<file path="src/rtl/router_rx_pkg.sv">
// Shared types for the router output-port receiver: FSM states, header field positions, skid entry.
package router_rx_pkg;

  typedef enum logic [2:0] {
    IDLE,
    HDR,
    PAYLOAD,
    PARITY,
    ABORT
  } rx_state_t;

  localparam int ADDR_MSB = 1;
  localparam int ADDR_LSB = 0;
  localparam int LEN_MSB  = 7;
  localparam int LEN_LSB  = 2;

  typedef struct packed {
    logic [7:0] data;
    logic       sop;
    logic       eop;
  } skid_entry_t;

endpackage

</file>
<file path="src/rtl/router_rx_skid.sv">
// Two-entry skid buffer between FIFO capture and the output stream; head is held until popped.
// Flush empties it in one cycle; pushing into a full buffer without a pop is prevented by the caller.
module router_rx_skid
  import router_rx_pkg::*;
(
  input  logic        clk,
  input  logic        reset,
  input  logic        push_i,
  input  skid_entry_t push_dat_i,
  input  logic        pop_i,
  input  logic        flush_i,
  output skid_entry_t head_o,
  output logic [1:0]  occ_o
);

  skid_entry_t e0_q, e1_q;
  logic [1:0]  occ_q;
  logic        pop_ok;

  assign pop_ok = pop_i && (occ_q != 2'd0);

  always_ff @(posedge clk) begin
    if (reset || flush_i) begin
      occ_q <= 2'd0;
      e0_q  <= '0;
      e1_q  <= '0;
    end else begin
      case ({push_i, pop_ok})
        2'b10: begin
          if (occ_q == 2'd0) e0_q <= push_dat_i;
          else               e1_q <= push_dat_i;
          occ_q <= occ_q + 2'd1;
        end
        2'b01: begin
          e0_q  <= e1_q;
          occ_q <= occ_q - 2'd1;
        end
        2'b11: begin
          // occupancy unchanged; new byte lands behind whatever remains
          if (occ_q == 2'd1) begin
            e0_q <= push_dat_i;
          end else begin
            e0_q <= e1_q;
            e1_q <= push_dat_i;
          end
        end
        default: ;
      endcase
    end
  end

  assign head_o = e0_q;
  assign occ_o  = occ_q;

endmodule

</file>
<file path="src/rtl/router_pkt_receiver.sv">
// Drains one router output-port FIFO and re-frames header/payload/parity as a sop/eop byte stream.
// Header reaches m_valid 2 cycles after vld_out; ROUTER_RX_STATS_EN adds saturating packet/error/abort counters.
module router_pkt_receiver
  import router_rx_pkg::*;
#(
  parameter logic [1:0] PORT_ID = 2'd0,
  parameter int          TIMEOUT = 32
) (
  input  logic        clock,
  input  logic        reset,
  input  logic        vld_out,
  input  logic [7:0]  data_out,
  output logic        read_enb,
  output logic [7:0]  m_data,
  output logic        m_valid,
  input  logic        m_ready,
  output logic        m_sop,
  output logic        m_eop,
  output logic        pkt_done,
  output logic        parity_err,
  output logic        addr_err,
  output logic        pkt_abort,
  output logic [5:0]  pkt_len,
  output logic        rx_busy
`ifdef ROUTER_RX_STATS_EN
  ,
  output logic [15:0] pkt_count,
  output logic [15:0] err_count,
  output logic [7:0]  abort_count
`endif
);

  rx_state_t   state_q;
  logic        inflight_q;
  logic [6:0]  rd_left_q;
  logic [5:0]  remain_q;
  logic [7:0]  par_q;
  logic [7:0]  stall_q;
  logic        pkt_done_q, parity_err_q, addr_err_q, pkt_abort_q;
  logic [5:0]  pkt_len_q;

  logic        cap, pop, outstanding, room, stall_inc, timeout;
  logic [1:0]  occ;
  logic [5:0]  hdr_len;
  skid_entry_t head, push_dat;

  // A read always lands the next cycle, so the in-flight flag doubles as the capture strobe.
  assign cap         = inflight_q;
  assign hdr_len     = data_out[LEN_MSB:LEN_LSB];
  assign outstanding = (state_q == IDLE) ? 1'b1 : (rd_left_q != 7'd0);
  assign room        = (occ + {1'b0, inflight_q}) < 2'd2;
  assign read_enb    = !reset && vld_out && (state_q != ABORT) && room && outstanding;
  assign pop         = m_valid && m_ready;
  assign stall_inc   = (state_q == HDR || state_q == PAYLOAD || state_q == PARITY) &&
                       (rd_left_q != 7'd0) && !vld_out && !cap;
  assign timeout     = stall_inc && (stall_q == 8'(TIMEOUT - 1));

  always_comb begin
    push_dat      = '0;
    push_dat.data = data_out;
    push_dat.sop  = (state_q == HDR);
    push_dat.eop  = (state_q == PARITY);
  end

  router_rx_skid u_skid (
    .clk        (clock),
    .reset      (reset),
    .push_i     (cap),
    .push_dat_i (push_dat),
    .pop_i      (pop),
    .flush_i    (state_q == ABORT),
    .head_o     (head),
    .occ_o      (occ)
  );

  always_ff @(posedge clock) begin
    if (reset) begin
      state_q      <= IDLE;
      inflight_q   <= 1'b0;
      rd_left_q    <= 7'd0;
      remain_q     <= 6'd0;
      par_q        <= 8'd0;
      stall_q      <= 8'd0;
      pkt_done_q   <= 1'b0;
      parity_err_q <= 1'b0;
      addr_err_q   <= 1'b0;
      pkt_abort_q  <= 1'b0;
      pkt_len_q    <= 6'd0;
    end else begin
      inflight_q  <= read_enb;
      pkt_done_q  <= 1'b0;
      pkt_abort_q <= 1'b0;
      if (read_enb && state_q != IDLE) rd_left_q <= rd_left_q - 7'd1;
      if (cap)            stall_q <= 8'd0;
      else if (stall_inc) stall_q <= stall_q + 8'd1;

      case (state_q)
        IDLE: begin
          stall_q <= 8'd0;
          if (read_enb) state_q <= HDR;
        end
        HDR: if (cap) begin
          pkt_len_q  <= hdr_len;
          addr_err_q <= (data_out[ADDR_MSB:ADDR_LSB] != PORT_ID);
          par_q      <= data_out;
          remain_q   <= hdr_len;
          rd_left_q  <= {1'b0, hdr_len} + 7'd1;
          state_q    <= (hdr_len == 6'd0) ? PARITY : PAYLOAD;
        end
        PAYLOAD: if (cap) begin
          par_q    <= par_q ^ data_out;
          remain_q <= remain_q - 6'd1;
          if (remain_q == 6'd1) state_q <= PARITY;
        end
        PARITY: if (cap) begin
          pkt_done_q   <= 1'b1;
          parity_err_q <= (data_out != par_q);
          state_q      <= IDLE;
        end
        ABORT: begin
          rd_left_q <= 7'd0;
          stall_q   <= 8'd0;
          state_q   <= IDLE;
        end
        default: state_q <= IDLE;
      endcase

      if (timeout) begin
        state_q     <= ABORT;
        pkt_abort_q <= 1'b1;
      end
    end
  end

  assign m_valid    = (occ != 2'd0);
  assign m_data     = head.data;
  assign m_sop      = m_valid && head.sop;
  assign m_eop      = m_valid && head.eop;
  assign pkt_done   = pkt_done_q;
  assign parity_err = parity_err_q;
  assign addr_err   = addr_err_q;
  assign pkt_abort  = pkt_abort_q;
  assign pkt_len    = pkt_len_q;
  assign rx_busy    = (state_q != IDLE);

`ifdef ROUTER_RX_STATS_EN
  logic [15:0] pkt_count_q, err_count_q;
  logic [7:0]  abort_count_q;

  always_ff @(posedge clock) begin
    if (reset) begin
      pkt_count_q   <= 16'd0;
      err_count_q   <= 16'd0;
      abort_count_q <= 8'd0;
    end else begin
      if (pkt_done_q && pkt_count_q != 16'hFFFF) pkt_count_q <= pkt_count_q + 16'd1;
      if (pkt_done_q && (parity_err_q || addr_err_q) && err_count_q != 16'hFFFF)
        err_count_q <= err_count_q + 16'd1;
      if (pkt_abort_q && abort_count_q != 8'hFF) abort_count_q <= abort_count_q + 8'd1;
    end
  end

  assign pkt_count   = pkt_count_q;
  assign err_count   = err_count_q;
  assign abort_count = abort_count_q;
`endif

endmodule

</file>
<file path="config.mk">
export PLATFORM = sky130hd
export DESIGN_NAME = router_pkt_receiver
export DESIGN_NICKNAME = d
export VERILOG_FILES = /design/src/rtl/router_rx_pkg.sv /design/src/rtl/router_rx_skid.sv /design/src/rtl/router_pkt_receiver.sv
export SDC_FILE = /design/constraint.sdc
export NUM_CORES = 1
export LEC_CHECK = 0
export ABC_AREA = 1
export BUFFER_PORTS_ARGS = -buffer_cell sky130_fd_sc_hd__buf_2
export CAP_MARGIN = 20
export CELL_PAD_IN_SITES_DETAIL_PLACEMENT = 0
export CELL_PAD_IN_SITES_GLOBAL_PLACEMENT = 1
export CORE_ASPECT_RATIO = 2
export CORE_MARGIN = 2
export CORE_UTILIZATION = 46
export CTS_CLUSTER_DIAMETER = 200
export DETAILED_ROUTE_END_ITERATION = 10
export HOLD_SLACK_MARGIN = 0.15
export PLACE_DENSITY = 0.95
export RECOVER_POWER = 100
export SLEW_MARGIN = 20
export SYNTH_ARGS = -nofsm -noshare
export SYNTH_HDL_FRONTEND = slang
export SYNTH_HIERARCHICAL = 1
export SYNTH_SLANG_ARGS = --single-unit
</file>
<file path="constraint.sdc">
create_clock -name clock -period 3 [get_ports clock]
set_clock_uncertainty 0.05 [all_clocks]
set_input_delay 0.6 -clock clock [delete_from_list [all_inputs] [get_ports clock]]
set_output_delay 0.6 -clock clock [all_outputs]
set_load 0.02 [all_outputs]
</file>
[Word level (Yosys, flattened, before mapping)]
Cells that the tools add are included.
Operators by class
  add/sub/neg operators: 7
  magnitude comparators: 1
  equal/unequal tests: 25
  muxes and demuxes: 27
  bitwise gates (word level): 2
  reductions and logical operators: 40
Operator list (number)
  $mux 10: 4
  $pmux 10 s3: 1
  $pmux 10 s2: 1
  $mux 3: 6
  $mux 8: 2
  $pmux 8 s2: 1
  $ne 3x3->1 const B: 5
  $mux 7: 2
  $pmux 7 s2: 1
  $logic_and 1x1->1: 13
  $mux 6: 2
  $ne 2x2->1 const B: 6
  $pmux 3 s4: 1
  $pmux 6 s2: 1
  $reduce_and 5->1: 2
  $reduce_bool 2->1: 5
  $add 8x1->8 const B: 1
  $eq 8x5->1 const B: 1
  $ne 8x8->1: 1
  $xor 8x8->8: 1
  $add 6x1->7 const B: 1
  $reduce_bool 7->1: 1
  $sub 7x1->7 const B: 1
  $eq 3x2->1 const B: 2
  other kinds (25): 40
Word-level totals
  register bits after elaboration: 65
  bits of input ports: 12
  output and inout port bits: 23
  logic and storage cells: 121

[Logic depth before layout (Yosys ltp)]
Gate-level depths: netlist (run 1).
  word-level depth: 9
  mapped depth: 14
  depth with buffers taken out: 12

[By module]
The synthesis (run 1) kept the hierarchy.
Modules (own cells, without submodules)
  router_pkt_receiver: instances 1, cells each 337, area each 2377.3 µm², seq. area each 860.8 µm²
  router_rx_skid: instances 1, cells each 189, area each 1281.2 µm², seq. area each 440.4 µm²

[Worst setup path after synthesis (run 1)]
No wires, ideal clock.
  kind: reg2out
  start: reg rd_left_q[0]
  end: out read_enb
  data arrival time: 1.329 ns
  data required time: 2.350 ns
  slack: 1.021 ns
  stages on the path, launching flop included: 8
  path buffers: 0
  cell sequence: dfxtp_1 inv_1 ha_1 inv_1 nor2_1 nand3_1 a21oi_1 nor3_1
Between the ends
  longest elaborated chain between the ends: 3
RTL lines
  start, declared: line router_pkt_receiver.sv:35  | logic [6:0] rd_left_q;
  start signal, assigned: line router_pkt_receiver.sv:93  | if (read_enb && state_q != IDLE) rd_left_q <= rd_left_q - 7'd1;
  start signal, assigned: line router_pkt_receiver.sv:107  | rd_left_q <= {1'b0, hdr_len} + 7'd1;
  $reduce_bool 7->1: line router_pkt_receiver.sv:50  | assign outstanding = (state_q == IDLE) ? 1'b1 : (rd_left_q != 7'd0);
  $mux 1: line router_pkt_receiver.sv:50
  $logic_and 1x1->1: line router_pkt_receiver.sv:52  | assign read_enb = !reset && vld_out && (state_q != ABORT) && room && outstanding;
  end, declared: line router_pkt_receiver.sv:13  | output logic read_enb,
Every way passes these cells.

[Worst setup path after layout (run 1)]
  start: reg inflight_q, in the netlist cap
  end: out read_enb
Between the ends
  longest elaborated chain between the ends: 4
RTL lines
  start, declared: line router_pkt_receiver.sv:34  | logic inflight_q;
  start signal, assigned: line router_pkt_receiver.sv:90  | inflight_q <= read_enb;
  $add 2x1->2: line router_pkt_receiver.sv:51  | assign room = (occ + {1'b0, inflight_q}) < 2'd2;
  $lt 2x2->1: line router_pkt_receiver.sv:51
  $logic_and 1x1->1 (2 in series): line router_pkt_receiver.sv:52
Every way passes these cells.

==> impl_metrics.yaml, run 1 <==
clocking:
  clock-sinks: 65
  max-clock-path-buffers: 2
  cts_setup_buffers: 0
  cts_hold_buf: 0
  cts_tree: "done"
  cts-htree-levels: 3
  clkLatencyLatePin_ns: 0.34
  cts-root-buf: "clkbuf_16"
  numCtsBuffers: 9
  cts-resized-gates: 0
  path_clk_slew_ns: 0.05
floorplanning:
  die_h_um: 130
  row_count: 46
  start_util: 0.467
  die_w_um: 67.1
  io-pin-count: 35
  coreArea_um2: 7830
  die_area_um2: 8730
timing:
  final.setup.tns_ns: 0
  worst_pin_slew_ns: 0.896
  finalSetupViolCount: 0
  hold_viol: 0
  relSlewSlack: 0.401
  setup_ws_ns: 0.495
  fmax_mhz: 399
  post-route-period-util: 0.835
  period_needed_ns: 2.50
  drv_slew: 0
  rsz0062_at_grt: "no"
drt:
  wire_per_inst_um: 12.9
  num_vias: 3340
  drt_iter0_drc: 172
  drc_errors: 0
  routed_via_density: 5.09
  ant_nets: 0
  routed_wl_um: 8460
  drtPass1Iterations: 4
worst_hold_path:
  hp-class: "flop to flop"
  min_to: "pkt_len[2]"
  whs_path_depth: 2
  hold_start: "pkt_len[2]"
logic_synthesis:
  yosysTopAreaCell: "dfxtp_1"
  yosys-top-cells-area: "dfxtp_1, nand2_1, inv_1, a21oi_1, nor2_1"
  syn_area_um2: 3660
  synthXorXnorAreaFrac: 0.0455
  synth_compound_area_frac: 0.131
  avgSynthCellArea_um2: 6.96
  synth_cell_types: 34
  synth_top_family_by_area: "simple AND/OR/NAND/NOR gates"
  yosysTopAreaCellShare: 0.356
  synth-simple-area-share: 0.315
  syn-num-nets: 552
  synthAdderAreaFrac: 0.0479
  ys_warn_count: 6
  yosys-mux-area-fraction: 0
  ys_seq_area_frac: 0.356
  synth_seq_cells: 65
  synthCells: 526
critical_path:
  crit_required_ns: 2.35
  end_kind: "output pin"
  critPathKind: "flop to output pin"
  max_stage_delay_ns: 0.75
  reg2regPathDepth: 11
  rrSetupSlack_ns: 0.50
  crit_slowest_cell: "dfxtp_1"
  crit_fanout: 14
  path_common_cell: "nand2_1"
  rr_startpoint: "u_skid/occ_o[0]"
  cp-startpoint: "cap"
  start_kind: "flop"
  cp.arrival_ns: 1.85
  reg2reg_to: "u_skid/e1_q[6]"
  worstPathCellList: "nand2_1 -> nand2_1 -> nand2_1 -> nor3_1 -> clkbuf_1"
cells_and_area:
  final_nets: 581
  mostFrequentLayoutCells: "nand2_1, inv_1, dfxtp_1"
  layout-drive-gt1-share: 0.0643
  area_delta_synth_final_pct: 12.0
  insertedDiodeCount: 0
  stdcell_area_um2: 4100
  layout_commonest_cell: "nand2_1"
place:
  gp_congestion: 0.804
  placement.cell_area_um2: 3860
  pre_cts_slack_ns: 0.605
  hpwl_um: 5880
  place.port_buffers: 34
power:
  leakagePower_nw: 1.90
  pwr_density_cell_nw_per_um2: 833
  ir_drop_uv: 427
global_route:
  grt-ovfl-total: 0
  antenna_found_initial: 0
  grt_pass1_wl_um: 14200
  grt_max_degree: 22
  grt.total_usage: 0.211
  grt_pass1_vias: 3165
job:
  cap_violations: 0
status:
  status: "completed"
critical path: cells and delay by family (launching register included):
kind | cells | cell delay (ns)
buf+inv | 1 | 0.26
simple gates | 4 | 0.50
flops | 1 | 0.75
routing by layer:
layer	part of all wire	wire (µm)	up-vias	GRT usage
met4	0.019	158	0	0.0828
met1	0.47	3990	1520	0.265
met2	0.48	4020	55	0.349
li1	-	-	1754	-
met3	0.034	286	11	0.0414
met5	0	0	-	0
metrics by stage:
step / total power, mW / hold WS (ns) / utilization / std cells
after floorplan: 2.12 / 0.402 / - / 526
after global placement: 2.35 / 0.402 / 0.493 / 640
after detailed placement: 2.36 / 0.412 / 0.493 / 640
after CTS: 3.47 / 0.419 / 0.532 / 656
after global routing: 3.65 / 0.443 / 0.524 / 656
final: 3.41 / 0.421 / 0.524 / 656
how the worst max path moves through the flow:
stage,end,slack (ns),cells past startpoint
CTS,read_enb,0.54,5
global placement,u_skid/e1_q[8],0.66,11
global route,u_skid/e1_q[5],0.19,11
finish,read_enb,0.50,5
floorplan,read_enb,1.02,7
detailed placement,u_skid/e1_q[6],0.60,11
logic make-up (layout without fill, tap and decap cells):
family,count (synthesis),after routing
XOR/XNOR,19,19
flip-flops,65,65
AND/OR/NAND/NOR,249,249
AO/OA/AOI/OAI,87,87
adder cells (fa/ha/maj),14,14
buffers and inverters,92,126
synth_stat cells:
cell type,number
nand2_2,6
inv_2,4
o21ai_0,25
o21a_1,1
nor2_2,3
nor3_4,1
a21oi_1,47
buf_4,4
o21ai_1,1
o211ai_1,4
a31oi_1,4
nor2_4,1
buf_2,7
nor3b_1,1
nor2_1,53
nor3_1,5
nand2_1,112
a221oi_2,2
inv_1,70
xor2_1,14
nor4_2,1
a211oi_1,2
dfxtp_1,65
buf_1,1
nand4_1,4
nor4_1,2
ha_1,14
clkbuf_1,4
nand3_1,36
o21bai_1,1
nand3b_1,22
buf_6,2
xnor2_1,5
nand3_2,2
area by class of cell:
cell class / instances / area (µm²)
Clock buffer: 13 / 240
Multi-Input combinational cell: 369 / 1940
Tap cell: 96 / 120
Fill cell: 778 / 3730
Clock inverter: 3 / 65.1
Inverter: 74 / 278
Sequential cell: 65 / 1300
Timing Repair Buffer: 36 / 158
sequential cells by signal (all words and copies together) (netlist names):
register / flops
remain_q: 6
pkt_abort: 1
rd_left_q: 7
u_skid/occ_o: 2
cap: 1
addr_err: 1
par_q: 8
state_q: 3
u_skid/e1_q: 10
pkt_done: 1
pkt_len: 6
u_skid/head_o: 10
stall_q: 8
parity_err: 1
power by group:
group	total [mW]	switching, mW	internal (mW)
Sequential	1.16	0.122	1.03
Clock	1.09	0.368	0.727
Combinational	1.16	0.771	0.394
No activity file was read; power rests on OpenSTA's default activity.
==> run 2, diff against run 1 <==
- CORE_UTILIZATION: 46 -> 43
- PLACE_DENSITY: 0.95 -> 0.91
- clock period: 3 -> 2.4 ns (I/O delays scaled with it)
==> run 2 against run 1 <==
  * First-iteration DRC count is 23% higher
  * Setup slack got worse by 0.30 ns
  * Via count up 3.8%
  * Sequential cell count unchanged
  * Sequential share of layout area decreased by 0.76 points
  * Final cell count is 1.1% higher
  * Wire length rose by 9.4%
  * Die area increased by 6.7%
  * Combinational power up 31%
  * Critical path type unchanged
==> impl_metrics.yaml, run 2 (same netlist as run 1, synthesis figures left out) <==
critical_path:
  reg2reg_to: "state_q[0]"
  max_stage_delay_ns: 0.35
  worstPathCellList: "inv_1 -> ha_1 -> inv_1 -> nor2_1 -> nand3_1 -> a21oi_1 -> nor3_1 -> buf_2"
  cp-startpoint: "rd_left_q[0]"
  critPathKind: "flop to output pin"
  crit_fanout: 4
  end_kind: "output pin"
  cp.arrival_ns: 1.67
  path_common_cell: "inv_1"
  crit_slowest_cell: "dfxtp_1"
  rrSetupSlack_ns: 0.27
  rr_startpoint: "rd_left_q[0]"
  start_kind: "flop"
  reg2regPathDepth: 11
  crit_required_ns: 1.87
global_route:
  grt_pass1_wl_um: 15400
  grt-ovfl-total: 0
  busiest_layer: "met2"
  use_met1: 0.197
  use_met2: 0.406
  met3_usage: 0.0421
  grt_max_degree: 22
  grt.total_usage: 0.207
  antenna_found_initial: 0
  grt_pass1_vias: 3340
worst_hold_path:
  hold_start: "addr_err"
  min_to: "addr_err"
  whs_path_depth: 2
  hp-class: "flop to flop"
timing:
  worst_pin_slew_ns: 0.586
  relSlewSlack: 0.610
  period_needed_ns: 2.20
  post-route-period-util: 0.918
  rsz0062_at_grt: "no"
  fmax_mhz: 454
  final.setup.tns_ns: 0
  drv_slew: 0
  finalSetupViolCount: 0
  hold_viol: 0
clocking:
  cts_tree: "done"
  cts-root-buf: "clkbuf_16"
  cts-htree-levels: 3
  clock-sinks: 65
  cts-resized-gates: 0
  cts_hold_buf: 0
  clkLatencyLatePin_ns: 0.33
  numCtsBuffers: 9
  max-clock-path-buffers: 2
  path_clk_slew_ns: 0.06
  cts_setup_buffers: 0
drt:
  routed_via_density: 5.23
  num_vias: 3468
  drtPass1Iterations: 4
  ant_nets: 0
  routed_wl_um: 9250
  drt_iter0_drc: 211
  drc_errors: 0
  wire_per_inst_um: 14.0
cells_and_area:
  layout_commonest_cell: "nand2_1"
  layout-drive-gt1-share: 0.0779
  final_nets: 586
  insertedDiodeCount: 0
  area_delta_synth_final_pct: 14.8
  mostFrequentLayoutCells: "nand2_1, inv_1, dfxtp_1"
power:
  ir_drop_uv: 717
  leakagePower_nw: 1.94
  finalPower_mw: 4.57
  pwr_density_cell_nw_per_um2: 1090
status:
  status: "completed"
floorplanning:
  coreArea_um2: 8290
  die_area_um2: 9310
  die_w_um: 69.2
  io-pin-count: 35
  row_count: 47
  start_util: 0.441
  die_h_um: 134
place:
  gp_congestion: 0.854
  hpwl_um: 6820
  place.port_buffers: 34
job:
  cap_violations: 0
-- run 2: cell count changes in the layout (fill, tap and decap cells not counted), moves of 2 or more --
cell        change
a221oi_2        -2
buf_4           +2
a221oi_1        +2
clkbuf_1        -2
clkinvlp_4      +3
bufinv_16       +2
-- run 2: metrics by stage --
step,hold WS (ns),setup slack (ns),std cells,utilization,area (µm²)
final,0.415,0.196,663,0.506,4200
after global routing,0.438,0.0105,663,0.506,4200
after CTS,0.416,0.150,663,0.514,4270
after detailed placement,0.405,0.367,647,0.470,3900
after global placement,0.397,0.427,647,0.470,3900
after floorplan,0.402,0.455,526,-,3660
-- run 2: final cells by class --
cell class,count,area [µm²]
clock buffer,9,225
fill,873,4090
tap,98,123
multi-input combinational,369,1940
sequential,65,1300
inverter,74,278
clock inverter,7,143
timing repair buffer,41,185
-- run 2: worst max-delay path by stage --
stage / cells after the start / endpoint / slack [ns]
CTS: 8 / read_enb / 0.15
global route: 8 / read_enb / 0.01
finish: 8 / read_enb / 0.20
detailed placement: 11 / u_skid/e1_q[6] / 0.37
global placement: 11 / u_skid/e1_q[4] / 0.43
floorplan: 13 / u_skid/e1_q[0] / 0.46
-- run 2: power breakdown --
group | switching, mW | internal, mW | leakage, nW
logic | 1.01 | 0.509 | 1.25
clock network | 0.515 | 1.12 | 0.168
registers | 0.129 | 1.29 | 0.528
-- run 2: per-layer routing --
metal / part of all wire / wire length [µm]
met1: 0.37 / 3390
met2: 0.57 / 5260
met3: 0.035 / 322
met4: 0.030 / 280
met5: 0 / 0
-- run 2: critical path: cells and delay by family, from the launching register on --
| kind | cells | cell delay [ns] |
|---|---|---|
| DFF | 1 | 0.35 |
| AOI/OAI and AO/OA | 1 | 0.08 |
| buffers and inverters | 3 | 0.35 |
| and+or+nand+nor | 3 | 0.35 |
| adders and majority gates | 1 | 0.21 |
==> run 3, diff against run 2 <==
--- a/config.mk
+++ b/config.mk
@@ -11,5 +11,5 @@
 export CELL_PAD_IN_SITES_DETAIL_PLACEMENT = 0
 export CELL_PAD_IN_SITES_GLOBAL_PLACEMENT = 1
-export CORE_ASPECT_RATIO = 2
+export CORE_ASPECT_RATIO = 0.8
 export CORE_MARGIN = 2
 export CORE_UTILIZATION = 43
@@ -17,5 +17,5 @@
 export DETAILED_ROUTE_END_ITERATION = 10
 export HOLD_SLACK_MARGIN = 0.15
-export PLACE_DENSITY = 0.91
+export PLACE_DENSITY = 0.87
 export RECOVER_POWER = 100
 export SLEW_MARGIN = 20
==> constraint.sdc (replaced) <==
create_clock -name clock -period 2.4 [get_ports clock]
set_clock_uncertainty 0.05 [all_clocks]
set_input_delay 0.24 -clock clock [delete_from_list [all_inputs] [get_ports clock]]
set_output_delay 0.24 -clock clock [all_outputs]
set_load 0.02 [all_outputs]
==> run 3 against run 2 <==
  * Via count fell by 2.7%
  * Clock power fell by 39%
  * Largest power group is now combinational logic
  * First-iteration DRC count fell by 6.2%
  * Clock-buffer cell count rose by 5
  * Largest cell class unchanged
  * Register-to-register slack barely moved
  * Critical path depth fell by 3
  * Sequential power barely moved
  * Wire length fell by 3.7%
  * Maximum frequency rose by 2.9%
  * Core utilization fell by 2.2 points
  * Worst hold slack got worse by 0.22 ns
  * Sequential cell count did not move
==> impl_metrics.yaml, run 3 (same netlist as run 1, synthesis figures left out) <==
cells_and_area:
  insertedDiodeCount: 0
  mostFrequentLayoutCells: "nand2_1, inv_1, dfxtp_1"
  layout_commonest_cell: "nand2_1"
  area_delta_synth_final_pct: 10.9
  final_nets: 586
  layout-drive-gt1-share: 0.0726
timing:
  finalSetupViolCount: 0
  hold_ws_ns: 0.191
  final.setup.tns_ns: 0
  drv_slew: 0
  period_needed_ns: 2.14
  relSlewSlack: 0.483
  fmax_mhz: 467
  worst_pin_slew_ns: 0.773
  rsz0062_at_grt: "no"
  post-route-period-util: 0.892
  hold_viol: 0
global_route:
  grt.total_usage: 0.207
  grt_pass1_vias: 3056
  grt_pass1_wl_um: 14900
  grt_max_degree: 21
  grt-ovfl-total: 0
  antenna_found_initial: 0
critical_path:
  cp.arrival_ns: 1.85
  crit_required_ns: 2.11
  max_stage_delay_ns: 0.67
  start_kind: "flop"
  critPathKind: "flop to output pin"
  end_kind: "output pin"
  crit_fanout: 14
  crit_family: "flip-flops"
  worstPathCellList: "nand2_1 -> nand2_1 -> nand2_1 -> nor3_1 -> clkbuf_1"
  crit_slowest_cell: "dfxtp_1"
  rrSetupSlack_ns: 0.27
  worst-path-buf-inv: 1
  path_common_cell: "nand2_1"
floorplanning:
  die_h_um: 86.5
  start_util: 0.437
  io-pin-count: 35
  coreArea_um2: 8370
  die_w_um: 107
  row_count: 30
  die_area_um2: 9270
power:
  pwr_density_cell_nw_per_um2: 974
  leakagePower_nw: 1.88
  ir_drop_uv: 413
place:
  hpwl_um: 6470
  place.port_buffers: 34
  gp_congestion: 0.868
clocking:
  cts-resized-gates: 0
  numCtsBuffers: 9
  cts_setup_buffers: 0
  cts_hold_buf: 0
  path_clk_slew_ns: 0.07
  clkLatencyLatePin_ns: 0.37
  clock-sinks: 65
  cts-root-buf: "clkbuf_8"
  cts-htree-levels: 3
  cts_tree: "done"
  max-clock-path-buffers: 2
drt:
  num_vias: 3376
  routed_wl_um: 8910
  wire_per_inst_um: 13.2
  drtPass1Iterations: 4
  ant_nets: 0
  routed_via_density: 4.99
  drt_iter0_drc: 198
  drc_errors: 0
status:
  status: "completed"
worst_hold_path:
  hp-class: "input port to flop"
job:
  cap_violations: 0
==> run 3: layer usage <==
metal / part of all wire / track usage / vias up
met1: 0.50 / 0.295 / 1526
li1: - / - / 1759
met2: 0.41 / 0.296 / 80
met5: 0 / 0 / -
met4: 0.010 / 0.0555 / 0
met3: 0.073 / 0.0707 / 11
==> run 3: through the flow <==
step                utilization  std cells  cell area [µm²]  total power [mW]  setup slack [ns]
floorplan                     -        526             3660              2.64             0.455
global placement          0.468        661             3920              2.99             0.434
detailed placement        0.468        661             3920              3.02             0.302
CTS                       0.493        677             4120              4.03             0.265
global route              0.485        677             4060              4.27            0.0453
finish                    0.485        677             4060              3.95             0.259
==> run 3: path summary, 6_finish.rpt <==
kind	start	depth (start not counted)	endpoint
worst max-delay path	cap	5	read_enb
worst min-delay path	reset	2	pkt_done
worst max register to register	u_skid/occ_o[0]	11	u_skid/e1_q[3]
worst min register to register	pkt_len[5]	2	pkt_len[5]
==> run 3: power by group <==
part,switching [mW],total [mW],leakage (nW),internal [mW]
Sequential,0.156,1.45,0.528,1.29
Combinational,1.00,1.52,1.25,0.515
Clock,0.429,0.993,0.107,0.564
Total,1.59,3.95,1.88,2.37
==> run 3: worst reg2reg max path: cells and delay by family (launching register included) <==
kind / cells / cell delay (ns)
and+or+nand+nor: 6 / 0.81
DFF: 1 / 0.47
adders and majority gates: 2 / 0.45
buffers and inverters: 3 / 0.25
==> run 3: final cells by class <==
type / count / area (µm²)
Fill cell: 854 / 4310
Timing Repair Buffer: 41 / 191
Inverter: 74 / 278
Tap cell: 112 / 140
Sequential cell: 65 / 1300
Clock buffer: 14 / 173
Multi-Input combinational cell: 369 / 1940
Clock inverter: 2 / 35.0
